**config.mk**
```make
export PLATFORM = sky130hd
export DESIGN_NAME = mips_multicycle_ctrl_flat
export DESIGN_NICKNAME = d
export VERILOG_FILES = /design/src/rtl/mips_multicycle_ctrl_pkg.sv /design/src/rtl/mips_multicycle_ctrl_if.sv /design/src/rtl/mips_multicycle_ctrl_alu_op_decode.sv /design/src/rtl/mips_multicycle_ctrl.sv /design/src/flat_wrapper.sv
export SDC_FILE = /design/constraint.sdc
export NUM_CORES = 1
export LEC_CHECK = 0
export CORE_ASPECT_RATIO = 2
export CORE_MARGIN = 4
export CORE_UTILIZATION = 51
export CTS_CLUSTER_SIZE = 8
export DETAILED_ROUTE_END_ITERATION = 8
export PLACE_DENSITY = 0.86
export SLEW_MARGIN = 10
export SYNTH_ARGS = -nofsm -noshare
export SYNTH_HDL_FRONTEND = slang
export SYNTH_SLANG_ARGS = --single-unit
export TNS_END_PERCENT = 30
```
**constraint.sdc**
```tcl
create_clock -name Clk -period 5.9 [get_ports Clk]
set_input_delay 1.18 -clock Clk [delete_from_list [all_inputs] [get_ports Clk]]
set_output_delay 1.18 -clock Clk [all_outputs]
set_load 0.005 [all_outputs]
```
**src/rtl/mips_multicycle_ctrl_pkg.sv**
```systemverilog
// Package mips_ctrl_pkg: shared encodings for the multi-cycle MIPS controller.
//   - state_t     : FSM state encoding (also driven on the State debug port)
//   - OP_* / FN_* : recognised IR opcode and R-type funct values
//   - ALU_*       : ALUOP codes understood by the ALU
//   - SRCA_* / SRCB_* / PCSRC_* : datapath mux select encodings
//   - helpers     : memory-state test, shift-funct test, opcode legality
package mips_ctrl_pkg;

   typedef enum logic [3:0] {
      S_IDLE   = 4'd0,
      S_FETCH  = 4'd1,
      S_DECODE = 4'd2,
      S_MEMADR = 4'd3,
      S_MEMRD  = 4'd4,
      S_MEMWB  = 4'd5,
      S_MEMWR  = 4'd6,
      S_EXEC   = 4'd7,
      S_ALUWB  = 4'd8,
      S_IEXEC  = 4'd9,
      S_IWB    = 4'd10,
      S_BRANCH = 4'd11,
      S_JUMP   = 4'd12,
      S_TRAP   = 4'd13
   } state_t;

   localparam logic [5:0] OP_RTYPE = 6'h00;
   localparam logic [5:0] OP_J     = 6'h02;
   localparam logic [5:0] OP_BEQ   = 6'h04;
   localparam logic [5:0] OP_BNE   = 6'h05;
   localparam logic [5:0] OP_ADDI  = 6'h08;
   localparam logic [5:0] OP_SLTI  = 6'h0A;
   localparam logic [5:0] OP_ANDI  = 6'h0C;
   localparam logic [5:0] OP_ORI   = 6'h0D;
   localparam logic [5:0] OP_LW    = 6'h23;
   localparam logic [5:0] OP_SW    = 6'h2B;

   localparam logic [5:0] FN_SLL = 6'h00;
   localparam logic [5:0] FN_SRL = 6'h02;
   localparam logic [5:0] FN_ADD = 6'h20;
   localparam logic [5:0] FN_SUB = 6'h22;
   localparam logic [5:0] FN_AND = 6'h24;
   localparam logic [5:0] FN_OR  = 6'h25;
   localparam logic [5:0] FN_SLT = 6'h2A;

   localparam logic [3:0] ALU_AND = 4'b0000;
   localparam logic [3:0] ALU_OR  = 4'b0001;
   localparam logic [3:0] ALU_ADD = 4'b0010;
   localparam logic [3:0] ALU_SLL = 4'b0100;
   localparam logic [3:0] ALU_SRL = 4'b0101;
   localparam logic [3:0] ALU_SUB = 4'b0110;
   localparam logic [3:0] ALU_SLT = 4'b0111;
   localparam logic [3:0] ALU_EQ  = 4'b1000;
   localparam logic [3:0] ALU_NE  = 4'b1001;

   localparam logic [1:0] SRCA_PC = 2'b00;
   localparam logic [1:0] SRCA_A  = 2'b01;
   localparam logic [1:0] SRCA_B  = 2'b10;

   localparam logic [2:0] SRCB_B        = 3'b000;
   localparam logic [2:0] SRCB_FOUR     = 3'b001;
   localparam logic [2:0] SRCB_SIGNIMM  = 3'b010;
   localparam logic [2:0] SRCB_SIMM_SH2 = 3'b011;
   localparam logic [2:0] SRCB_ZEROIMM  = 3'b100;
   localparam logic [2:0] SRCB_SHAMT    = 3'b101;

   localparam logic [1:0] PCSRC_ALU    = 2'b00;
   localparam logic [1:0] PCSRC_ALUOUT = 2'b01;
   localparam logic [1:0] PCSRC_JUMP   = 2'b10;

   // States that issue a memory request and wait on MemReady.
   function automatic logic is_mem_state(input state_t s);
      return (s == S_FETCH) || (s == S_MEMRD) || (s == S_MEMWR);
   endfunction

   function automatic logic is_shift_funct(input logic [5:0] fn);
      return (fn == FN_SLL) || (fn == FN_SRL);
   endfunction

   function automatic logic legal_opcode(input logic [5:0] op);
      case (op)
         OP_RTYPE, OP_J, OP_BEQ, OP_BNE, OP_ADDI, OP_SLTI,
         OP_ANDI, OP_ORI, OP_LW, OP_SW: return 1'b1;
         default:                       return 1'b0;
      endcase
   endfunction

endpackage

```
**src/rtl/mips_multicycle_ctrl_if.sv**
```systemverilog
// mips_multicycle_ctrl_if: bundle between the control FSM and the datapath.
//   Datapath -> controller : Opcode, Funct, ZeroFlag, MemReady
//   Controller -> datapath : ALUOP, ALUSrcA, ALUSrcB, PCWrite, PCSource, IRWrite,
//                            IorD, MemRead, MemWrite, RegWrite, RegDst, MemToReg,
//                            MemTimeout, Trap, State
//   modport master : the controller side
//   modport slave  : the datapath side
interface mips_multicycle_ctrl_if;

   logic [5:0] Opcode;
   logic [5:0] Funct;
   logic       ZeroFlag;
   logic       MemReady;

   logic [3:0] ALUOP;
   logic [1:0] ALUSrcA;
   logic [2:0] ALUSrcB;
   logic       PCWrite;
   logic [1:0] PCSource;
   logic       IRWrite;
   logic       IorD;
   logic       MemRead;
   logic       MemWrite;
   logic       RegWrite;
   logic       RegDst;
   logic       MemToReg;
   logic       MemTimeout;
   logic       Trap;
   logic [3:0] State;

   modport master (
      input  Opcode, Funct, ZeroFlag, MemReady,
      output ALUOP, ALUSrcA, ALUSrcB, PCWrite, PCSource, IRWrite, IorD,
             MemRead, MemWrite, RegWrite, RegDst, MemToReg, MemTimeout, Trap, State
   );

   modport slave (
      output Opcode, Funct, ZeroFlag, MemReady,
      input  ALUOP, ALUSrcA, ALUSrcB, PCWrite, PCSource, IRWrite, IorD,
             MemRead, MemWrite, RegWrite, RegDst, MemToReg, MemTimeout, Trap, State
   );

endinterface

```
**src/rtl/mips_multicycle_ctrl_alu_op_decode.sv**
```systemverilog
// alu_op_decode: combinational ALU control for the multi-cycle controller.
//   opcode, funct : IR fields
//   state         : current controller state
//   aluop         : ALU operation for this state (0 when the ALU is unused)
//   srcb          : ALU operand-B select for this state
//   illegal       : unrecognised opcode (in DECODE) or funct (in EXEC)
module alu_op_decode
   import mips_ctrl_pkg::*;
(
   input  logic [5:0] opcode,
   input  logic [5:0] funct,
   input  state_t     state,
   output logic [3:0] aluop,
   output logic [2:0] srcb,
   output logic       illegal
);

   always_comb begin
      aluop   = '0;
      srcb    = '0;
      illegal = 1'b0;
      case (state)
         S_FETCH: begin
            aluop = ALU_ADD;
            srcb  = SRCB_FOUR;
         end
         S_DECODE: begin
            // Branch target is computed speculatively into ALUOut here.
            aluop   = ALU_ADD;
            srcb    = SRCB_SIMM_SH2;
            illegal = !legal_opcode(opcode);
         end
         S_MEMADR: begin
            aluop = ALU_ADD;
            srcb  = SRCB_SIGNIMM;
         end
         S_EXEC: begin
            case (funct)
               FN_ADD:  begin aluop = ALU_ADD; srcb = SRCB_B;     end
               FN_SUB:  begin aluop = ALU_SUB; srcb = SRCB_B;     end
               FN_AND:  begin aluop = ALU_AND; srcb = SRCB_B;     end
               FN_OR:   begin aluop = ALU_OR;  srcb = SRCB_B;     end
               FN_SLT:  begin aluop = ALU_SLT; srcb = SRCB_B;     end
               FN_SLL:  begin aluop = ALU_SLL; srcb = SRCB_SHAMT; end
               FN_SRL:  begin aluop = ALU_SRL; srcb = SRCB_SHAMT; end
               default: illegal = 1'b1;
            endcase
         end
         S_IEXEC: begin
            case (opcode)
               OP_ADDI: begin aluop = ALU_ADD; srcb = SRCB_SIGNIMM; end
               OP_SLTI: begin aluop = ALU_SLT; srcb = SRCB_SIGNIMM; end
               OP_ANDI: begin aluop = ALU_AND; srcb = SRCB_ZEROIMM; end
               OP_ORI:  begin aluop = ALU_OR;  srcb = SRCB_ZEROIMM; end
               default: ;
            endcase
         end
         S_BRANCH: begin
            aluop = (opcode == OP_BNE) ? ALU_NE : ALU_EQ;
            srcb  = SRCB_B;
         end
         default: ;
      endcase
   end

endmodule

```
**src/rtl/mips_multicycle_ctrl.sv**
```systemverilog
// mips_multicycle_ctrl: multi-cycle MIPS control FSM.
//   Clk  : clock, rising edge
//   RstN : asynchronous active-low reset; all outputs and sticky flags go to 0
//   bus  : mips_multicycle_ctrl_if.master (IR fields, ZeroFlag, MemReady in;
//          ALU/mux selects, enables, MemTimeout, Trap, State out)
// Parameter MEM_WAIT_MAX (1..255): MemReady=0 cycles in one memory state before
// MemTimeout (sticky) is raised; the FSM keeps waiting regardless.
// Build option MIPS_CTRL_ILLEGAL_TRAP_EN: illegal opcode/funct enters TRAP and
// sets sticky Trap; otherwise illegal instructions act as NOPs and Trap is 0.
module mips_multicycle_ctrl
   import mips_ctrl_pkg::*;
#(
   parameter int unsigned MEM_WAIT_MAX = 16
) (
   input  logic                  Clk,
   input  logic                  RstN,
   mips_multicycle_ctrl_if.master bus
);

   localparam logic [7:0] WAIT_MAX = 8'(MEM_WAIT_MAX);

`ifdef MIPS_CTRL_ILLEGAL_TRAP_EN
   localparam state_t ILLEGAL_NEXT = S_TRAP;
`else
   localparam state_t ILLEGAL_NEXT = S_FETCH;
`endif

   state_t     state, state_next;
   logic [7:0] wait_cnt;
   logic       mem_timeout;
   logic [3:0] dec_aluop;
   logic [2:0] dec_srcb;
   logic       dec_illegal;
   logic       in_mem, entering_mem;

   logic [1:0] ctl_srca, ctl_pcsrc;
   logic       ctl_pcwrite, ctl_irwrite, ctl_iord, ctl_memread, ctl_memwrite;
   logic       ctl_regwrite, ctl_regdst, ctl_memtoreg;

   alu_op_decode u_alu_op_decode (
      .opcode  (bus.Opcode),
      .funct   (bus.Funct),
      .state   (state),
      .aluop   (dec_aluop),
      .srcb    (dec_srcb),
      .illegal (dec_illegal)
   );

   always_ff @(posedge Clk or negedge RstN) begin
      if (!RstN) state <= S_IDLE;
      else       state <= state_next;
   end

   always_comb begin
      state_next = state;
      case (state)
         S_IDLE:   state_next = S_FETCH;
         S_FETCH:  if (bus.MemReady) state_next = S_DECODE;
         S_DECODE: begin
            if (dec_illegal) begin
               state_next = ILLEGAL_NEXT;
            end else begin
               case (bus.Opcode)
                  OP_RTYPE:       state_next = S_EXEC;
                  OP_LW, OP_SW:   state_next = S_MEMADR;
                  OP_BEQ, OP_BNE: state_next = S_BRANCH;
                  OP_J:           state_next = S_JUMP;
                  default:        state_next = S_IEXEC;
               endcase
            end
         end
         S_MEMADR: state_next = (bus.Opcode == OP_LW) ? S_MEMRD : S_MEMWR;
         S_MEMRD:  if (bus.MemReady) state_next = S_MEMWB;
         S_MEMWB:  state_next = S_FETCH;
         S_MEMWR:  if (bus.MemReady) state_next = S_FETCH;
         S_EXEC:   state_next = dec_illegal ? ILLEGAL_NEXT : S_ALUWB;
         S_ALUWB:  state_next = S_FETCH;
         S_IEXEC:  state_next = S_IWB;
         S_IWB:    state_next = S_FETCH;
         S_BRANCH: state_next = S_FETCH;
         S_JUMP:   state_next = S_FETCH;
         S_TRAP:   state_next = S_TRAP;
         default:  state_next = S_IDLE;
      endcase
   end

   always_comb begin
      ctl_srca     = SRCA_PC;
      ctl_pcsrc    = PCSRC_ALU;
      ctl_pcwrite  = 1'b0;
      ctl_irwrite  = 1'b0;
      ctl_iord     = 1'b0;
      ctl_memread  = 1'b0;
      ctl_memwrite = 1'b0;
      ctl_regwrite = 1'b0;
      ctl_regdst   = 1'b0;
      ctl_memtoreg = 1'b0;
      case (state)
         S_FETCH: begin
            // IR and PC load in the same cycle the fetch completes.
            ctl_memread = 1'b1;
            ctl_irwrite = bus.MemReady;
            ctl_pcwrite = bus.MemReady;
         end
         S_MEMADR: ctl_srca = SRCA_A;
         S_MEMRD: begin
            ctl_memread = 1'b1;
            ctl_iord    = 1'b1;
         end
         S_MEMWB: begin
            ctl_regwrite = 1'b1;
            ctl_memtoreg = 1'b1;
         end
         S_MEMWR: begin
            ctl_memwrite = 1'b1;
            ctl_iord     = 1'b1;
         end
         S_EXEC:   ctl_srca = is_shift_funct(bus.Funct) ? SRCA_B : SRCA_A;
         S_ALUWB: begin
            ctl_regwrite = 1'b1;
            ctl_regdst   = 1'b1;
         end
         S_IEXEC:  ctl_srca = SRCA_A;
         S_IWB:    ctl_regwrite = 1'b1;
         S_BRANCH: begin
            ctl_srca    = SRCA_A;
            ctl_pcwrite = bus.ZeroFlag;
            ctl_pcsrc   = PCSRC_ALUOUT;
         end
         S_JUMP: begin
            ctl_pcwrite = 1'b1;
            ctl_pcsrc   = PCSRC_JUMP;
         end
         default: ;
      endcase
   end

   assign in_mem       = is_mem_state(state);
   assign entering_mem = is_mem_state(state_next) && (state_next != state);

   // Counter restarts on every entry to a memory state, so back-to-back
   // accesses (e.g. MEMWR -> FETCH) each get a fresh wait budget.
   always_ff @(posedge Clk or negedge RstN) begin
      if (!RstN) begin
         wait_cnt    <= '0;
         mem_timeout <= 1'b0;
      end else if (entering_mem) begin
         wait_cnt <= '0;
      end else if (in_mem) begin
         if (bus.MemReady) begin
            wait_cnt <= '0;
         end else begin
            if (wait_cnt != '1) wait_cnt <= wait_cnt + 8'd1;
            if (wait_cnt >= WAIT_MAX - 8'd1) mem_timeout <= 1'b1;
         end
      end
   end

`ifdef MIPS_CTRL_ILLEGAL_TRAP_EN
   logic trap_flag;

   always_ff @(posedge Clk or negedge RstN) begin
      if (!RstN)                    trap_flag <= 1'b0;
      else if (state_next == S_TRAP) trap_flag <= 1'b1;
   end

   assign bus.Trap = trap_flag;
`else
   assign bus.Trap = 1'b0;
`endif

   assign bus.ALUOP      = dec_aluop;
   assign bus.ALUSrcA    = ctl_srca;
   assign bus.ALUSrcB    = dec_srcb;
   assign bus.PCWrite    = ctl_pcwrite;
   assign bus.PCSource   = ctl_pcsrc;
   assign bus.IRWrite    = ctl_irwrite;
   assign bus.IorD       = ctl_iord;
   assign bus.MemRead    = ctl_memread;
   assign bus.MemWrite   = ctl_memwrite;
   assign bus.RegWrite   = ctl_regwrite;
   assign bus.RegDst     = ctl_regdst;
   assign bus.MemToReg   = ctl_memtoreg;
   assign bus.MemTimeout = mem_timeout;
   assign bus.State      = state;

endmodule
```
**src/flat_wrapper.sv**
```systemverilog
// flat-port wrapper written by rule: the top's interface ports become plain ports
module mips_multicycle_ctrl_flat import mips_ctrl_pkg::*;
#(
   parameter int unsigned MEM_WAIT_MAX = 16
)
  (Clk, RstN, bus_Opcode, bus_Funct, bus_ZeroFlag, bus_MemReady, bus_ALUOP, bus_ALUSrcA, bus_ALUSrcB, bus_PCWrite, bus_PCSource, bus_IRWrite, bus_IorD, bus_MemRead, bus_MemWrite, bus_RegWrite, bus_RegDst, bus_MemToReg, bus_MemTimeout, bus_Trap, bus_State);
  mips_multicycle_ctrl_if bus_i ();
  input  logic Clk;
  input  logic RstN;
  input wire logic [$bits(bus_i.Opcode)-1:0] bus_Opcode;
  input wire logic [$bits(bus_i.Funct)-1:0] bus_Funct;
  input wire logic [$bits(bus_i.ZeroFlag)-1:0] bus_ZeroFlag;
  input wire logic [$bits(bus_i.MemReady)-1:0] bus_MemReady;
  output wire logic [$bits(bus_i.ALUOP)-1:0] bus_ALUOP;
  output wire logic [$bits(bus_i.ALUSrcA)-1:0] bus_ALUSrcA;
  output wire logic [$bits(bus_i.ALUSrcB)-1:0] bus_ALUSrcB;
  output wire logic [$bits(bus_i.PCWrite)-1:0] bus_PCWrite;
  output wire logic [$bits(bus_i.PCSource)-1:0] bus_PCSource;
  output wire logic [$bits(bus_i.IRWrite)-1:0] bus_IRWrite;
  output wire logic [$bits(bus_i.IorD)-1:0] bus_IorD;
  output wire logic [$bits(bus_i.MemRead)-1:0] bus_MemRead;
  output wire logic [$bits(bus_i.MemWrite)-1:0] bus_MemWrite;
  output wire logic [$bits(bus_i.RegWrite)-1:0] bus_RegWrite;
  output wire logic [$bits(bus_i.RegDst)-1:0] bus_RegDst;
  output wire logic [$bits(bus_i.MemToReg)-1:0] bus_MemToReg;
  output wire logic [$bits(bus_i.MemTimeout)-1:0] bus_MemTimeout;
  output wire logic [$bits(bus_i.Trap)-1:0] bus_Trap;
  output wire logic [$bits(bus_i.State)-1:0] bus_State;
  assign bus_i.Opcode = bus_Opcode;
  assign bus_i.Funct = bus_Funct;
  assign bus_i.ZeroFlag = bus_ZeroFlag;
  assign bus_i.MemReady = bus_MemReady;
  assign bus_ALUOP = bus_i.ALUOP;
  assign bus_ALUSrcA = bus_i.ALUSrcA;
  assign bus_ALUSrcB = bus_i.ALUSrcB;
  assign bus_PCWrite = bus_i.PCWrite;
  assign bus_PCSource = bus_i.PCSource;
  assign bus_IRWrite = bus_i.IRWrite;
  assign bus_IorD = bus_i.IorD;
  assign bus_MemRead = bus_i.MemRead;
  assign bus_MemWrite = bus_i.MemWrite;
  assign bus_RegWrite = bus_i.RegWrite;
  assign bus_RegDst = bus_i.RegDst;
  assign bus_MemToReg = bus_i.MemToReg;
  assign bus_MemTimeout = bus_i.MemTimeout;
  assign bus_Trap = bus_i.Trap;
  assign bus_State = bus_i.State;
  mips_multicycle_ctrl #(.MEM_WAIT_MAX(MEM_WAIT_MAX)) u_core (.Clk(Clk), .RstN(RstN), .bus(bus_i));
endmodule
```
Word-level counts from Yosys, hierarchy flattened
Cells that the tools add are included.

word-level totals
  flip-flop bits (word level) = 13
  input bits = 16

cells by class
  $add $sub $neg = 1
  $lt $le $gt $ge = 1
  eq/ne operators = 33
  multiplexer cells = 34
  bitwise operators = 2
  reduce and logical (&&, ||, !) cells = 27

operator list
  cell                   number
  $eq A6 B6 Y1 const B   7
  $pmux W4 S9            1
  $mux W8                4
  $pmux W4 S4            2
  $eq A4 B3 Y1 const B   6
  $eq A4 B4 Y1 const B   6
  $eq A6 B4 Y1 const B   4
  $mux W4                5
  $pmux W3 S6            1
  $pmux W3 S5            1
  $reduce_or A2 Y1       7
  $eq A6 B2 Y1 const B   2
  $eq A6 B3 Y1 const B   2
  $logic_not A6 Y1       2
  $mux W1                11
  $reduce_or A10 Y1      1
  $pmux W3 S3            1
  $reduce_or A3 Y1       3
  $add A8 B1 Y8 const B  1
  $eq A4 B1 Y1 const B   2
  $eq A4 B2 Y1 const B   2
  $ge A8 B4 Y1 const B   1
  $ne A8 B8 Y1 const B   1
  $pmux W2 S2            2
  other kinds (17)       23

Logic depth before layout (Yosys ltp)
Gate-level depths: netlist of the first run.

  word-level depth = 14
  depth in mapped cells = 7
  depth with buffers taken out = 7

Cells and area by module
Synthesis of the first run repeated with hierarchy kept, for this count alone.

second synthesis, totals
  cells, all modules = 183
  area, all modules = 1461.4 um^2

modules (own cells, without submodules)
  module                times used  cells each  area an instance (um^2)  seq. area each (um^2)
  mips_multicycle_ctrl  1           140         1156.1                   325.3
  alu_op_decode         1           43          305.3                    0.0

Worst setup path after synthesis of the first run
No wires, ideal clock.

  kind = input to output
  start = input bus_MemReady
  end = output bus_PCWrite
  arrival = 2.093 ns
  required time = 4.720 ns
  path slack = 2.627 ns
  stages on the path = 5
  path buffers = 2
  cells stage by stage = clkbuf_1 > clkbuf_1 > nor3b_1 > a31oi_1 > o22ai_1

on the way
  word-level cells in the longest chain between the ends = 1

ends and longest elaborated chain
  element          line                        RTL
  start, declared  flat_wrapper.sv:13          input wire logic [$bits(bus_i.MemReady)-1:0] bus_MemReady;
  $pmux W1 S3      mips_multicycle_ctrl.sv:98  case (state)
  end, declared    flat_wrapper.sv:17          output wire logic [$bits(bus_i.PCWrite)-1:0] bus_PCWrite;

No other way between the ends.

Worst setup path after layout of the first run
  start = input bus_Funct[3]
  end = output bus_ALUSrcB[0]

on the way
  word-level cells in the longest chain between the ends = 4
  elaborated cells on any way between the ends = 5
  classes of those cells = 1 x eq/ne; 2 x mux; 2 x reduce/logical

ends and longest elaborated chain
  element                                                  line                                      RTL
  start, declared                                          flat_wrapper.sv:11                        input wire logic [$bits(bus_i.Funct)-1:0] bus_Funct;
  $eq A6 B2 Y1 / $logic_not A6 Y1 (equally long branches)  mips_multicycle_ctrl_alu_op_decode.sv:38  case (funct)
  $reduce_or A2 Y1 (no source line) (*)                    n/a
  $mux W3 (*)                                              mips_multicycle_ctrl_alu_op_decode.sv:38
  $pmux W3 S5 (*)                                          mips_multicycle_ctrl_alu_op_decode.sv:22  case (state)
  end, declared                                            flat_wrapper.sv:16                        output wire logic [$bits(bus_i.ALUSrcB)-1:0] bus_ALUSrcB;

Every way passes the cells marked *; elsewhere a longest branch is shown, timed or not.

==> metrics.txt, run 1 <==
Max Slew Vio Count 0; gpl congestion 0.843; Worst path slowest cell clkdlybuf4s50_1; Psw 0.333 mW; sw frac 46.7%; r2r startpoint u_core.bus.State[0]$_DFF_PN0_; Detailed Routing Iterations Pass 1 5; flop2flop setup slack ~3.1 ns; DR top layer met4; drt drc 0; VDD IR max around 0.29 mV; type of the worst min-delay path reg2reg; Top cell by count, worst path clkdlybuf4s50_1; crit path time final between 4 and 5 ns; worst stage delay on the critical path approximately 0.52 ns; Clk pin slew, worst setup/hold paths 0.05 ns; GRT Residual Overflow 0; I/O pin count slightly above 40; dpl ws 1.59 ns; worst endpoint required time ~4.7 ns; wl on met1 around 1400 um; clock skew 0.00340 ns; global-route wire length before repair 6900 um; hold_buf cts 0; Crit. Startpoint bus_Funct[3]; share of layout cells above drive strength 1 5.61%; EDFF count, synth 0; Tot GR Track Use 25.3%; H-Tree Depth 1; crit path capture type output port; clock network power share 11.3%; via count 1,557; design area 0.00178 mm2; CTS max path bufs 2; # Post-CTS Setup Buffers 0; TritonCTS clock tree yes; Die W 44.7 um; Seq pwr share 25.1%; Core Rows 26; met2 wire len 2320 um; setup ws final between 1.5 and 2 ns; CP Launch Type primary input; Die Height 81.3 um; Yosys cell types 51; crit path kind in2out; initial antenna violation count 0; Seq/Total Area, Yosys 23.7%; status finished clean; Avg WL per Cell 17.1 um; RSZ-0062 raised after global routing false; ys flop type dfrtp_1; final wirelength just over 4000 um; Root Buffer clkbuf_8; Logic pwr share ~64%; cell area after synthesis 0.00137 mm2; setup_tns 0 ns; Post-synth ARST share 100%; HP Start u_core.bus.MemTimeout$_DFFE_PN0P_; WL met3 151 um; Detail Route Antenna Nets 0; # setup viols final 0; WP buf/inv 2; final worst-path cycle share 73.6%; Slew Limit Headroom 46.4%; Syn Nets ~200; Pint between 0.3 and 0.4 mW; TritonCTS Sinks 13; highest clock rate 230 MHz; Port Buffers 39; WP data arrival 3.16 ns; DIE AREA 0.00363 mm2; ant diodes 0; vias per cell 6.43; Mapped Cells 182; crit-path cells clkdlybuf4s50_1 -> nor4_2 -> nor2b_1 -> a31oi_1 -> nor2_1 -> clkdlybuf4s50_1; Top delay family on crit path buffers and inverters; cell area after placement 0.00174 mm2; crit path max fanout 5; leakage power between 0.6 and 0.7 nW; Worst-Margin Slew around 0.80 ns; Clk Latency, worst-skew pair between 0.2 and 0.3 ns; Starting DRT DRC Count 40; vias in the first global route 1,596; Synth Area per Inst 7.53 um2; Total Nets Final 232; largest net degree at the start of global routing 26; Layout area overhead 29.8%; Detailed Place HPWL 3310 um; YS warnings 0; TritonCTS buffer count 3; core area 0.00257 mm2; pwr dens around 400 mW/mm2; Starting Density 53.4%; final hold vios 0; cts repair resizes 0; Max Cap Viol 0; FF+latch count, synth 13
[synth_stat cells, types with 2 or more instances]
master    number  area (um2)
a2111o_1       2        22.5
a211oi_1       3        22.5
a211oi_2       2        25.0
a21o_1         2        15.0
a21oi_1       14        70.1
a22oi_1        2        15.0
a31oi_1        4        25.0
a32o_1         2        20.0
and3_1         3        18.8
buf_6          2        22.5
clkbuf_1       6        22.5
dfrtp_1       13         325
inv_1          6        22.5
mux2i_1        3        30.0
nand2_1       14        52.6
nand2b_1       8        50.1
nand3_1        9        45.0
nand3b_1       2        15.0
nand4_1        2        12.5
nor2_1        15        56.3
nor2b_1        7        43.8
nor3_1         7        35.0
nor3b_1        3        22.5
nor4_1         6        37.5
o21a_1         3        22.5
o21ai_0       13        65.1
o22ai_1        2        12.5
xnor2_1        2        17.5
xor2_1         3        26.3
[final timing paths]
check | cells past startpoint | endpoint
worst min-delay path | 1 | u_core.bus.MemTimeout$_DFFE_PN0P_
min in group asynchronous | 1 | u_core.bus.State[0]$_DFF_PN0_
worst min register to register | 1 | u_core.bus.MemTimeout$_DFFE_PN0P_
max in group asynchronous | 1 | u_core.bus.State[1]$_DFF_PN0_
worst max register to register | 6 | u_core.wait_cnt[1]$_DFFE_PN0P_
worst max-delay path | 6 | bus_ALUSrcB[0]
[layer usage]
metal,track usage [%],up-vias
met5,0,-
met4,21.8,0
met3,2.00,23
met2,47.0,51
met1,22.9,738
li1,-,745
[cells in the final DEF (no fill, tap or decap), types with 3 or more instances in the layout]
cell	netlist	routed
nor2b_1	7	7
mux2i_1	3	3
nor3b_1	3	3
dfrtp_1	13	13
a21oi_1	14	14
inv_1	6	6
clkbuf_8	0	3
o21ai_0	13	13
and3_1	3	3
a31oi_1	4	4
xor2_1	3	3
nand2b_1	8	8
nor4_1	6	6
o21a_1	3	3
clkdlybuf4s50_1	0	39
nand2_1	14	14
a211oi_1	3	3
nand3_1	9	9
nor2_1	15	15
nor3_1	7	7
[sequential cells by signal, indices dropped and copies added (netlist names)]
signal	cells
u_core.wait_cnt	8
u_core.bus.State	4
u_core.bus.MemTimeout	1
[worst reg2reg max path: stages, from the launching register on]
cell and delay, ns:
dfrtp_1 0.78, nand4b_1 0.36, a211oi_2 0.30, a211oi_2 0.15, a2111o_1 0.43, a211oi_4 0.45
a22oi_1 0.16
[logic make-up after synthesis]
family | count (synthesis) | synth area share, %
DFF | 13 | 23.7
AOI/OAI and AO/OA | 60 | 31.1
other | 1 | 0.273
xor gates and xnor gates | 5 | 3.19
adders and majority gates | 1 | 0.912
buffers and inverters | 17 | 6.11
and+or+nand+nor | 82 | 32.5
muxes | 3 | 2.19
[layout make-up]
| type | instances | area (um2) |
|---|---|---|
| Fill cell | 221 | 790 |
| Timing Repair Buffer | 39 | 390 |
| Tap cell | 28 | 35.0 |
| Multi-Input combinational cell | 152 | 962 |
| Inverter | 6 | 22.5 |
| Sequential cell | 13 | 325 |
| Clock buffer | 4 | 45.0 |
[per-stage QoR]
step	hold WS, ns	power, mW	cells	util, %
6_report	0.459	0.712	242	69.3
5_1_grt	0.498	0.768	242	69.3
4_1_cts	0.464	0.716	242	69.3
3_5_place_dp	0.452	0.632	238	67.5
3_3_place_gp	0.442	0.614	238	67.5
2_1_floorplan	0.451	0.452	182	-
[power by group through the flow]
stage	Clock (mW)	Sequential (mW)	Combinational [mW]
2_1_floorplan	0	0.130	0.322
3_3_place_gp	0	0.177	0.437
3_5_place_dp	0	0.180	0.452
4_1_cts	0.0830	0.178	0.454
5_1_grt	0.0873	0.188	0.493
6_report	0.0804	0.179	0.452
Note: power is estimated with default switching activity, not from simulation.
==> run 2: changes to the inputs <==
--- a/config.mk
+++ b/config.mk
@@ -7,10 +7,10 @@
 export LEC_CHECK = 0
 export CORE_ASPECT_RATIO = 2
 export CORE_MARGIN = 4
-export CORE_UTILIZATION = 51
+export CORE_UTILIZATION = 43
 export CTS_CLUSTER_SIZE = 8
 export DETAILED_ROUTE_END_ITERATION = 8
-export PLACE_DENSITY = 0.86
+export PLACE_DENSITY = 0.77
 export SLEW_MARGIN = 10
 export SYNTH_ARGS = -nofsm -noshare
 export SYNTH_HDL_FRONTEND = slang
==> constraint.sdc (replaced) <==
create_clock -name Clk -period 3.6 [get_ports Clk]
set_input_delay 0.72 -clock Clk [delete_from_list [all_inputs] [get_ports Clk]]
set_output_delay 0.72 -clock Clk [all_outputs]
set_load 0.005 [all_outputs]
==> run 2 against run 1 <==
Compared with the run above: die area up 16%; power up 66%; clock-buffer cell count stayed put; largest cell class unchanged.
==> metrics.txt, run 2 (same netlist as run 1, synthesis figures left out) <==
status finished clean (unchanged); setup ws final 0.151 ns (was 1.56 ns); crit path kind in2out (unchanged); hold_buf cts 0 (unchanged); largest net degree at the start of global routing 20 (was 26); # setup viols final 0 (unchanged); cts repair resizes 0 (unchanged); via count 1,565 (was 1,557); Die Height 87.9 um (was 81.3 um); vias in the first global route 1,565 (was 1,596); VDD IR max 0.347 mV (was 0.289 mV); Port Buffers 39 (unchanged); Placed Cells 245 (was 238); final wirelength 4240 um (was 4150 um); highest clock rate 290 MHz; TritonCTS Sinks 13 (unchanged); CTS max path bufs 2 (unchanged); TritonCTS buffer count 3 (unchanged); Starting DRT DRC Count 44 (was 40); gpl congestion 0.883 (was 0.843); final worst-path cycle share 95.8%; H-Tree Depth 1 (unchanged); Total Nets Final 237 (was 232); Clk pin slew, worst setup/hold paths 0.05 ns (about the same); worst endpoint required time 2.88 ns (was 4.72 ns); Layout area overhead 32.8% (was 29.8%); Detailed Place HPWL 3270 um (was 3310 um); crit path time final 3.45 ns; most common cell after layout, fill and taps aside clkdlybuf4s50_1 (unchanged); Layout Cells excl Fill 249 (was 242); Root Buffer clkbuf_8 (unchanged); crit path capture type output port (unchanged); leakage power 0.725 nW (was 0.700 nW); type of the worst min-delay path reg2reg (unchanged); TritonCTS clock tree yes (unchanged); RSZ-0062 raised after global routing false (unchanged); Worst-Margin Slew 0.829 ns (was 0.796 ns); GRT Residual Overflow 0 (unchanged); Tot GR Track Use 21.7% (was 25.3%); Detail Route Antenna Nets 0 (unchanged); clock skew 0.00522 ns (was 0.00340 ns); Die W 47.9 um (was 44.7 um); Detailed Routing Iterations Pass 1 4 (was 5); final core utilization 60.4% (was 69.3%); core area 0.00301 mm2 (was 0.00257 mm2); most frequent cells in the layout 39 x clkdlybuf4s50_1, 15 x nor2_1, 14 x nand2_1, 14 x a21oi_1 (unchanged); initial antenna violation count 0 (unchanged); vias per cell 6.29 (was 6.43); Clk Latency, worst-skew pair 0.24 ns (was 0.25 ns); # fillers 289 (was 221); # Post-CTS Setup Buffers 0 (unchanged); dpl ws 0.176 ns (was 1.59 ns); Biggest register u_core.wait_cnt (unchanged); setup_tns 0 ns (unchanged); Max Cap Viol 0 (unchanged); Max Slew Vio Count 0 (unchanged); flop2flop setup slack 0.97 ns (was 3.13 ns); pwr dens 650 mW/mm2 (was 400 mW/mm2); Avg WL per Cell 17.0 um (was 17.1 um); share of layout cells above drive strength 1 7.76% (was 5.61%); max reg flops 8 (unchanged); crit path max fanout 5 (unchanged); I/O pin count 41 (unchanged); Starting Density 45.5% (was 53.4%); global-route wire length before repair 6790 um (was 6900 um); WP data arrival 2.73 ns (was 3.16 ns); final hold vios 0 (unchanged); drt drc 0 (unchanged); Slew Limit Headroom 44.2% (was 46.4%); CP Launch Type primary input (unchanged); Core Rows 28 (was 26); ant diodes 0 (unchanged); DIE AREA 0.00421 mm2 (was 0.00363 mm2)
==> run 2: report_power, final <==
group	switching (mW)	total, mW	internal (mW)
logic	0.438	0.826	0.388
registers	0.0509	0.230	0.179
clock network	0.0494	0.127	0.0780
==> run 2: area by class of cell <==
type,count,area (um2),share of cell area (%)
Inverter,6,22.5,1.24
Timing Repair Buffer,44,428,23.5
Sequential cell,13,325,17.9
Tap cell,30,37.5,2.06
Multi-Input combinational cell,152,962,52.9
Clock buffer,4,45.0,2.47
==> run 2: metal layers <==
metal	GRT usage, %	vias up	wire length (um)	part of all wire (%)
li1	-	748	-	-
met4	10.0	0	133	3.1
met2	41.5	64	2420	57
met3	2.88	13	201	4.7
met5	0	-	0	0
met1	20.5	740	1480	35
==> run 2: final timing paths <==
kind                                                     endpoint                              start  cells past startpoint
worst max register to register     u_core.wait_cnt[2]$_DFFE_PN0P_      u_core.bus.State[0]$_DFF_PN0_                      7
worst min-delay path            u_core.bus.MemTimeout$_DFFE_PN0P_  u_core.bus.MemTimeout$_DFFE_PN0P_                      1
max in group asynchronous          u_core.wait_cnt[1]$_DFFE_PN0P_                               RstN                      1
worst max-delay path                               bus_ALUSrcB[2]                       bus_Funct[3]                      6
worst min register to register  u_core.bus.MemTimeout$_DFFE_PN0P_  u_core.bus.MemTimeout$_DFFE_PN0P_                      1
min in group asynchronous           u_core.bus.State[0]$_DFF_PN0_                               RstN                      1
==> run 2: per-stage QoR <==
| stage | instance area, um2 | hold slack (ns) | total power [mW] |
|---|---|---|---|
| CTS | 1820 | 0.466 | 1.19 |
| global route | 1820 | 0.496 | 1.28 |
| floorplan | 1370 | 0.424 | 0.741 |
| finish | 1820 | 0.463 | 1.18 |
| global placement | 1780 | 0.443 | 1.04 |
| detailed placement | 1780 | 0.452 | 1.05 |
==> run 2: critical path, stage by stage <==
cell             delay [ns]
clkdlybuf4s50_1        0.52
nor4_2                 0.35
nor2b_1                0.32
nor2b_1                0.22
a21o_1                 0.10
clkdlybuf4s50_1        0.49
==> run 3: changes to the inputs <==
--- a/config.mk
+++ b/config.mk
@@ -7,10 +7,11 @@
 export LEC_CHECK = 0
 export CORE_ASPECT_RATIO = 2
 export CORE_MARGIN = 4
-export CORE_UTILIZATION = 43
+export CORE_UTILIZATION = 44
+export CTS_BUF_LIST = sky130_fd_sc_hd__clkbuf_8
 export CTS_CLUSTER_SIZE = 8
 export DETAILED_ROUTE_END_ITERATION = 8
-export PLACE_DENSITY = 0.77
+export PLACE_DENSITY = 0.78
 export SLEW_MARGIN = 10
 export SYNTH_ARGS = -nofsm -noshare
 export SYNTH_HDL_FRONTEND = slang
==> run 3 against run 2 <==
Compared with the run above: worst hold slack got worse by 0.0071 ns; clock power barely moved; clock skew fell by 0.0040 ns; cell count fell by 0.40%; die area fell by 2.0%; highest routed layer unchanged; critical endpoint unchanged.
==> metrics.txt, run 3 (same netlist as run 1, synthesis figures left out) <==
setup ws final 0.170 ns (was 0.151 ns); CP Launch Type primary input (unchanged); worst stage delay on the critical path 0.53 ns (was 0.52 ns); Layout Cells excl Fill 248 (was 249); global-route wire length before repair 6550 um (was 6790 um); via count 1,543 (was 1,565); DIE AREA 0.00413 mm2 (was 0.00421 mm2); Worst path slowest cell clkdlybuf4s50_1 (unchanged); Detailed Routing Iterations Pass 1 4 (unchanged); most frequent cells in the layout 39 x clkdlybuf4s50_1, 15 x nor2_1, 14 x nand2_1, 14 x a21oi_1 (unchanged); worst endpoint required time 2.88 ns (about the same); final wirelength 4060 um (was 4240 um); Detail Route Antenna Nets 0 (unchanged); total power after layout 1.18 mW (about the same); Biggest register u_core.wait_cnt (unchanged); ant diodes 0 (unchanged); final worst-path cycle share 95.3% (was 95.8%); final hold vios 0 (unchanged); dpl ws 0.189 ns (was 0.176 ns); crit path max fanout 5 (unchanged); Port Buffers 39 (unchanged); # setup viols final 0 (unchanged); largest net degree at the start of global routing 24 (was 20); # fillers 279 (was 289); VDD IR max 0.443 mV (was 0.347 mV); Clk pin slew, worst setup/hold paths 0.05 ns (about the same); H-Tree Depth 1 (unchanged); max reg flops 8 (unchanged); status finished clean (unchanged); Total Nets Final 236 (was 237); Core Rows 28 (unchanged); vias per cell 6.22 (was 6.29); most common cell after layout, fill and taps aside clkdlybuf4s50_1 (unchanged); GRT Residual Overflow 0 (unchanged); clock skew 0.00122 ns (was 0.00522 ns); crit path capture type output port (unchanged); area occupied by multi-input gates 962 um2 (unchanged); Worst-Margin Slew 0.870 ns (was 0.829 ns); # Post-CTS Setup Buffers 0 (unchanged); setup_tns 0 ns (unchanged); Top delay family on crit path buffers and inverters (unchanged); WP buf/inv 2 (unchanged); Die Height 87.0 um (was 87.9 um); TritonCTS clock tree yes (unchanged); share of layout cells above drive strength 1 7.34% (was 7.76%); cts repair resizes 0 (unchanged); Die W 47.5 um (was 47.9 um); Clk Latency, worst-skew pair 0.25 ns (was 0.24 ns); Max Slew Vio Count 0 (unchanged); initial antenna violation count 0 (unchanged); TritonCTS Sinks 13 (unchanged); Root Buffer clkbuf_8 (unchanged); Placed Cells 244 (was 245); Slew Limit Headroom 41.4% (was 44.2%); Detailed Place HPWL 3280 um (was 3270 um); crit-path cells clkdlybuf4s50_1 -> nor4_2 -> nor2b_1 -> nor2b_1 -> a21o_1 -> clkdlybuf4s50_1 (unchanged); vias in the first global route 1,539 (was 1,565); gpl congestion 0.881 (was 0.883); Register Area 325 um2 (unchanged); drt drc 0 (unchanged); Layout area overhead 32.2% (was 32.8%); Max Cap Viol 0 (unchanged); leakage power 0.724 nW (was 0.725 nW); Starting DRT DRC Count 36 (was 44); type of the worst min-delay path reg2reg (unchanged); Avg WL per Cell 16.4 um (was 17.0 um); Tot GR Track Use 21.6% (was 21.7%); pwr dens 649 mW/mm2 (was 650 mW/mm2); core area 0.00298 mm2 (was 0.00301 mm2); WP data arrival 2.71 ns (was 2.73 ns); I/O pin count 41 (unchanged); Starting Density 46.1% (was 45.5%); crit path time final 3.43 ns (was 3.45 ns); hold_buf cts 0 (unchanged); crit path kind in2out (unchanged); highest clock rate 292 MHz (was 290 MHz); TritonCTS buffer count 3 (unchanged); RSZ-0062 raised after global routing false (unchanged); CTS max path bufs 2 (unchanged)
run 3: final timing paths:
check,start,to,slack (ns),cells past startpoint
min in group asynchronous,RstN,u_core.bus.MemTimeout$_DFFE_PN0P_,0.85,1
max,bus_Funct[3],bus_ALUSrcB[2],0.17,6
min,u_core.bus.MemTimeout$_DFFE_PN0P_,u_core.bus.MemTimeout$_DFFE_PN0P_,0.46,1
max reg2reg,u_core.bus.State[2]$_DFF_PN0_,u_core.wait_cnt[1]$_DFFE_PN0P_,0.86,6
min reg2reg,u_core.bus.MemTimeout$_DFFE_PN0P_,u_core.bus.MemTimeout$_DFFE_PN0P_,0.46,1
max in group asynchronous,RstN,u_core.wait_cnt[2]$_DFFE_PN0P_,2.37,1
run 3: where the power goes:
part	leakage (nW)	switching (mW)	internal [mW]	total [mW]
clock	0.0269	0.0524	0.0754	0.128
combinational	0.523	0.423	0.384	0.807
sequential	0.174	0.0638	0.178	0.242
run 3: routing by layer:
metal	track usage (%)	up-vias	share of wire, %
li1	-	748	-
met1	19.7	737	33
met2	40.0	40	58
met3	1.86	18	3.9
met4	14.9	0	5.1
met5	0	-	0
run 3: through the flow:
stage	utilization, %	hold slack [ns]	instance area (um2)
floorplan	-	0.424	1370
global placement	59.4	0.443	1770
detailed placement	59.4	0.447	1770
CTS	60.9	0.459	1810
global route	60.9	0.478	1810
finish	60.9	0.455	1810
run 3: final cells by class:
class                   instances  area share [%]
flip-flops and latches         13            17.9
repair buffers                 43            23.2
clock buffers                   3            2.28
clock inverters                 1           0.207
multi-input cells             152            53.1
inverters                       6            1.24
well taps                      30            2.07
==> RTL edit 1, RTL diff (flow settings as in run 2) <==
Build with the macro `MIPS_CTRL_ILLEGAL_TRAP_EN` defined.
--- a/src/rtl/mips_multicycle_ctrl.sv
+++ b/src/rtl/mips_multicycle_ctrl.sv
@@ -8,4 +8,6 @@
 // Build option MIPS_CTRL_ILLEGAL_TRAP_EN: illegal opcode/funct enters TRAP and
 // sets sticky Trap; otherwise illegal instructions act as NOPs and Trap is 0.
+`define MIPS_CTRL_ILLEGAL_TRAP_EN
+
 module mips_multicycle_ctrl
    import mips_ctrl_pkg::*;
Function: changed (Yosys sat finds a counterexample within 4 cycles, from zero or initial values and one cycle with RstN low).
==> RTL edit 1 against run 2 <==
  * Sequential cell count grew 1
  * Largest power group unchanged
  * Largest cell class unchanged
  * Design area grew 3.9%
  * Utilization grew 2.4 points
  * Synthesized area shrank 0.36%
  * Routed wire length grew 2.3%
  * Sequential power grew 45%
  * Critical path depth grew 1
  * Critical endpoint is now bus_ALUOP[2]
  * Setup slack lost 0.068 ns
  * Total power grew 11%
==> RTL edit 1: results <==
export IMPL_synth_cell_type_count=50
export IMPL_finalWeightedCongestion=0.8399
export IMPL_clock_transition_at_the_registers_of_the_reported_paths_ns=0.05
export IMPL_post_drt_wl_per_cell_um=16.66
export IMPL_drt_pass1_iterations=4
export IMPL_insertion_delay_ns=0.25
export IMPL_critPathTopFamily="simple AND/OR/NAND/NOR gates"
export IMPL_tritoncts_buffer_count=3
export IMPL_post_route_cells_drive_above_1_share_pct=13.48
export IMPL_h_tree_depth=1
export IMPL_max_ffs_per_register=8
export IMPL_worst_ir_drop_vdd_mv=0.4363
export IMPL_run_status="completed"
export IMPL_post_place_cells=256
export IMPL_leakage_component_of_the_power_nw=0.7662
export IMPL_fin_skew_ns=0.004625
export IMPL_synth_compound_gate_area_share_pct=27.20
export IMPL_cts_buffer_depth=2
export IMPL_critical_path_slowest_cell="sky130_fd_sc_hd__or4_2"
export IMPL_pin_count_of_the_biggest_net_entering_global_routing=24
export IMPL_synth_top_cells_by_area="sky130_fd_sc_hd__dfrtp_1 (26%), sky130_fd_sc_hd__nor2_1 (6.3%), sky130_fd_sc_hd__nand2_1 (5.5%)"
export IMPL_groute_usage_overall_pct=22.78
export IMPL_max_cap_violations=0
export IMPL_share_of_flip_flops_with_an_asynchronous_set_or_reset_after_synthesis_pct=100.0
export IMPL_syn_mean_instance_area_um2=7.306
export IMPL_via_count_of_the_first_global_routing_pass=1515
export IMPL_synth_mux_area_share_pct=0
export IMPL_synth_xor_area_share_pct=0.6410
export IMPL_drtIter0Drc=57
export IMPL_crit_fanout=3
export IMPL_post_synth_most_frequent_cells="sky130_fd_sc_hd__nor2_1 (23), sky130_fd_sc_hd__nand2_1 (20), sky130_fd_sc_hd__a21oi_1 (14), sky130_fd_sc_hd__dfrtp_1 (14), sky130_fd_sc_hd__nor3_1 (13)"
export IMPL_grt_first_pass_wirelength_um=6893
export IMPL_wirelength_um=4331
export IMPL_largest_register="u_core.wait_cnt"
export IMPL_syn_num_nets=204
export IMPL_total_length_of_routed_met3_wires_um=260
export IMPL_p_comb_share_pct=62.9
export IMPL_p_switching_w=0.0005908
export IMPL_min_delay_path_class="flip-flop to flip-flop"
export IMPL_nFillCells=262
export IMPL_delay_of_the_slowest_critical_path_stage_ns=0.70
export IMPL_dr_wl_met2_um=2423
export IMPL_detailed_place_hpwl_um=3426
export IMPL_clock_tree_root_cell="sky130_fd_sc_hd__clkbuf_8"
export IMPL_cts_post_setup_buffers_inserted=0
export IMPL_seq_area_frac_synth_pct=25.64
export IMPL_portBuffers=40
export IMPL_tightest_slew_ns=0.6842
export IMPL_num_nets_final=248
export IMPL_cp_data_arrival_time_ns=2.80
export IMPL_m1WireLength_um=1432
export IMPL_via_count=1623
export IMPL_synth_adder_area_share_pct=0.9158
export IMPL_dr_max_layer_used="met4"
-- RTL edit 1: cell count changes in the layout (fill, tap and decap cells not counted), sizes merged, moves of 4 or more --
cell    before  now
nor2        15   23
nor4         7    2
nand2       14   20
nor3         7   13
nand3        9    5
a211oi       6    2
buf          5    9
or3          0    6
-- RTL edit 1: logic make-up after synthesis --
| logic type | after synthesis |
|---|---|
| DFF | 14 |
| buffers and inverters | 16 |
| xor gates and xnor gates | 1 |
| AOI/OAI and AO/OA | 52 |
| and+or+nand+nor | 103 |
| adders and majority gates | 1 |
-- RTL edit 1: worst paths after layout --
check,from,end,slack [ns],cells past startpoint
worst max-delay path,bus_Opcode[0],bus_ALUOP[2],0.08,7
worst min-delay path,u_core.bus.MemTimeout,u_core.bus.MemTimeout,0.46,1
worst max register to register,u_core.bus.State[3],u_core.wait_cnt[2],1.02,6
worst min register to register,u_core.bus.MemTimeout,u_core.bus.MemTimeout,0.46,1
max in group asynchronous,RstN,u_core.wait_cnt[3],2.34,1
min in group asynchronous,RstN,u_core.bus.State[1],0.86,1
-- RTL edit 1: per-stage QoR --
stage               setup WS [ns]  util (%)  hold WS (ns)  cell area (µm²)
floorplan                  0.9915         -        0.4244             1366
global placement          0.03477     60.59        0.4513             1826
detailed placement       0.005573     60.59        0.4527             1826
CTS                      0.006116     62.42        0.4656             1881
global route              0.01177     62.79        0.5173             1892
finish                    0.08292     62.79        0.4606             1892
-- RTL edit 1: per-layer routing --
layer | GRT usage (%) | vias up
met3 | 2.058 | 20
met2 | 41.74 | 78
met4 | 15.44 | 0
met5 | 0 | -
met1 | 21.45 | 745
li1 | - | 780
-- RTL edit 1: cell type report --
class | count | area (µm²) | area share [%]
clock buffer | 4 | 55.05 | 2.910
multi-input combinational | 157 | 955.9 | 50.53
sequential | 14 | 350.3 | 18.52
tap | 30 | 37.54 | 1.984
timing repair buffer | 49 | 470.5 | 24.87
inverter | 6 | 22.52 | 1.190
-- RTL edit 1: repair_timing --
item                                    4_1_cts  5_1_grt
endpoints found under the setup margin        0        2
resized for setup                             0        3
hold buffers                                  0        0
-- RTL edit 1: power by group through the flow --
| stage | logic, W | registers [W] | clock network [W] |
|---|---|---|---|
| after floorplan | 0.000561 | 0.000265 | 0 |
| after global placement | 0.000812 | 0.000330 | 0 |
| after detailed placement | 0.000831 | 0.000333 | 0 |
| after CTS | 0.000834 | 0.000330 | 0.000161 |
| after global routing | 0.000920 | 0.000352 | 0.000167 |
| final | 0.000829 | 0.000334 | 0.000155 |
==> RTL edit 2, RTL diff (config.mk and constraints of run 2) <==
Made on the original files. `MEM_WAIT_MAX` is set to 16 in 2 places; all go to 12.
--- a/src/rtl/mips_multicycle_ctrl.sv
+++ b/src/rtl/mips_multicycle_ctrl.sv
@@ -11,5 +11,5 @@
    import mips_ctrl_pkg::*;
 #(
-   parameter int unsigned MEM_WAIT_MAX = 16
+   parameter int unsigned MEM_WAIT_MAX = 12
 ) (
    input  logic                  Clk,
--- a/src/flat_wrapper.sv
+++ b/src/flat_wrapper.sv
@@ -2,5 +2,5 @@
 module mips_multicycle_ctrl_flat import mips_ctrl_pkg::*;
 #(
-   parameter int unsigned MEM_WAIT_MAX = 16
+   parameter int unsigned MEM_WAIT_MAX = 12
 )
   (Clk, RstN, bus_Opcode, bus_Funct, bus_ZeroFlag, bus_MemReady, bus_ALUOP, bus_ALUSrcA, bus_ALUSrcB, bus_PCWrite, bus_PCSource, bus_IRWrite, bus_IorD, bus_MemRead, bus_MemWrite, bus_RegWrite, bus_RegDst, bus_MemToReg, bus_MemTimeout, bus_Trap, bus_State);
Formal check against the unedited RTL: no difference found for any inputs over 10 cycles, from zero or initial values and one cycle with RstN low; that may be too few to reach the edited logic, so the function may still have changed.
==> RTL edit 2 against run 2 <==
  * Routed wire length shrank 5.0%
  * Largest power group unchanged
  * Count of clock-buffer cells in the layout is the same
  * Sequential cell count is the same
  * Setup slack gained 0.17 ns
  * Synthesized cell count grew 3.3%
  * Combinational power grew 13%
  * Die area grew 1.8%
  * Non-clock buffer count grew 2
  * Design area grew 2.1%
  * Synthesized area grew 2.1%
  * Sequential power grew 7%
  * Total power grew 11%
==> RTL edit 2: results <==
export IMPL_run_status="completed"
export IMPL_pin_count_of_the_biggest_net_entering_global_routing=19
export IMPL_reg2reg_setup_slack_ns=1.21
export IMPL_drtIter0Drc=31
export IMPL_syn_num_nets=205
export IMPL_seq_share_pct=17.50
export IMPL_via_count=1563
export IMPL_syn_mean_instance_area_um2=7.447
export IMPL_synth_top_cells_by_area="sky130_fd_sc_hd__dfrtp_1 (23%), sky130_fd_sc_hd__a21oi_1 (9.7%), sky130_fd_sc_hd__nor2_1 (5.9%)"
export IMPL_detailed_place_hpwl_um=3252
export IMPL_netSwitchingFraction_pct=47.09
export IMPL_groute_usage_overall_pct=19.93
export IMPL_place_area_um2=1814
export IMPL_wirelength_um=4024
export IMPL_finalWeightedCongestion=0.8563
export IMPL_worst_ir_drop_vdd_mv=0.5918
export IMPL_clock_tree_area_fraction_pct=2.423
export IMPL_worstSetupEndpoint="bus_ALUOP[1]"
export IMPL_synth_cell_type_count=54
export IMPL_post_drt_wl_per_cell_um=15.60
export IMPL_seq_area_frac_synth_pct=23.24
export IMPL_grt_first_pass_wirelength_um=6969
export IMPL_worst_r2r_cell_count=8
export IMPL_finish_instance_area_um2=1859
export IMPL_leakage_component_of_the_power_nw=0.7298
export IMPL_nFillCells=301
export IMPL_cp_data_arrival_time_ns=2.56
export IMPL_multi_input_area_share_pct=52.76
export IMPL_p_comb_share_pct=71.3
export IMPL_place_worst_setup_slack_ns=0.3119
export IMPL_clock_fmax_ghz=0.3050
export IMPL_n_all_buffers=46
export IMPL_num_nets_final=245
export IMPL_post_route_cells_drive_above_1_share_pct=9.692
export IMPL_post_synth_most_frequent_cells="sky130_fd_sc_hd__a21oi_1 (27), sky130_fd_sc_hd__nor2_1 (22), sky130_fd_sc_hd__dfrtp_1 (13), sky130_fd_sc_hd__nand2_1 (13), sky130_fd_sc_hd__nor3_1 (9)"
RTL edit 2: changes by cell type after synthesis, sizes merged, moves of 4 or more:
| cell | run 2 | this run |
|---|---|---|
| o21ai | 14 | 6 |
| nor2b | 7 | 2 |
| a211oi | 6 | 0 |
| a21oi | 15 | 29 |
| nor2 | 15 | 23 |
| nor3 | 7 | 11 |
RTL edit 2: kinds of logic (layout without fill, tap and decap cells):
group	Yosys count	in the layout	share of synthesized area, %
flops	13	13	23.23
compound gates	59	59	29.31
buf+inv	18	57	6.702
simple gates	89	89	35.21
other cells	1	1	0.2678
fa+ha+maj	1	1	0.8935
xor+xnor	7	7	4.379
RTL edit 2: per-layer routing:
metal  part of all wire [%]  GRT usage [%]  vias up
li1                       -              -      777
met1                     36          18.63      733
met2                     58          40.24       45
met3                    4.1          2.530        8
met4                    2.2          10.33        0
met5                      0              0        -
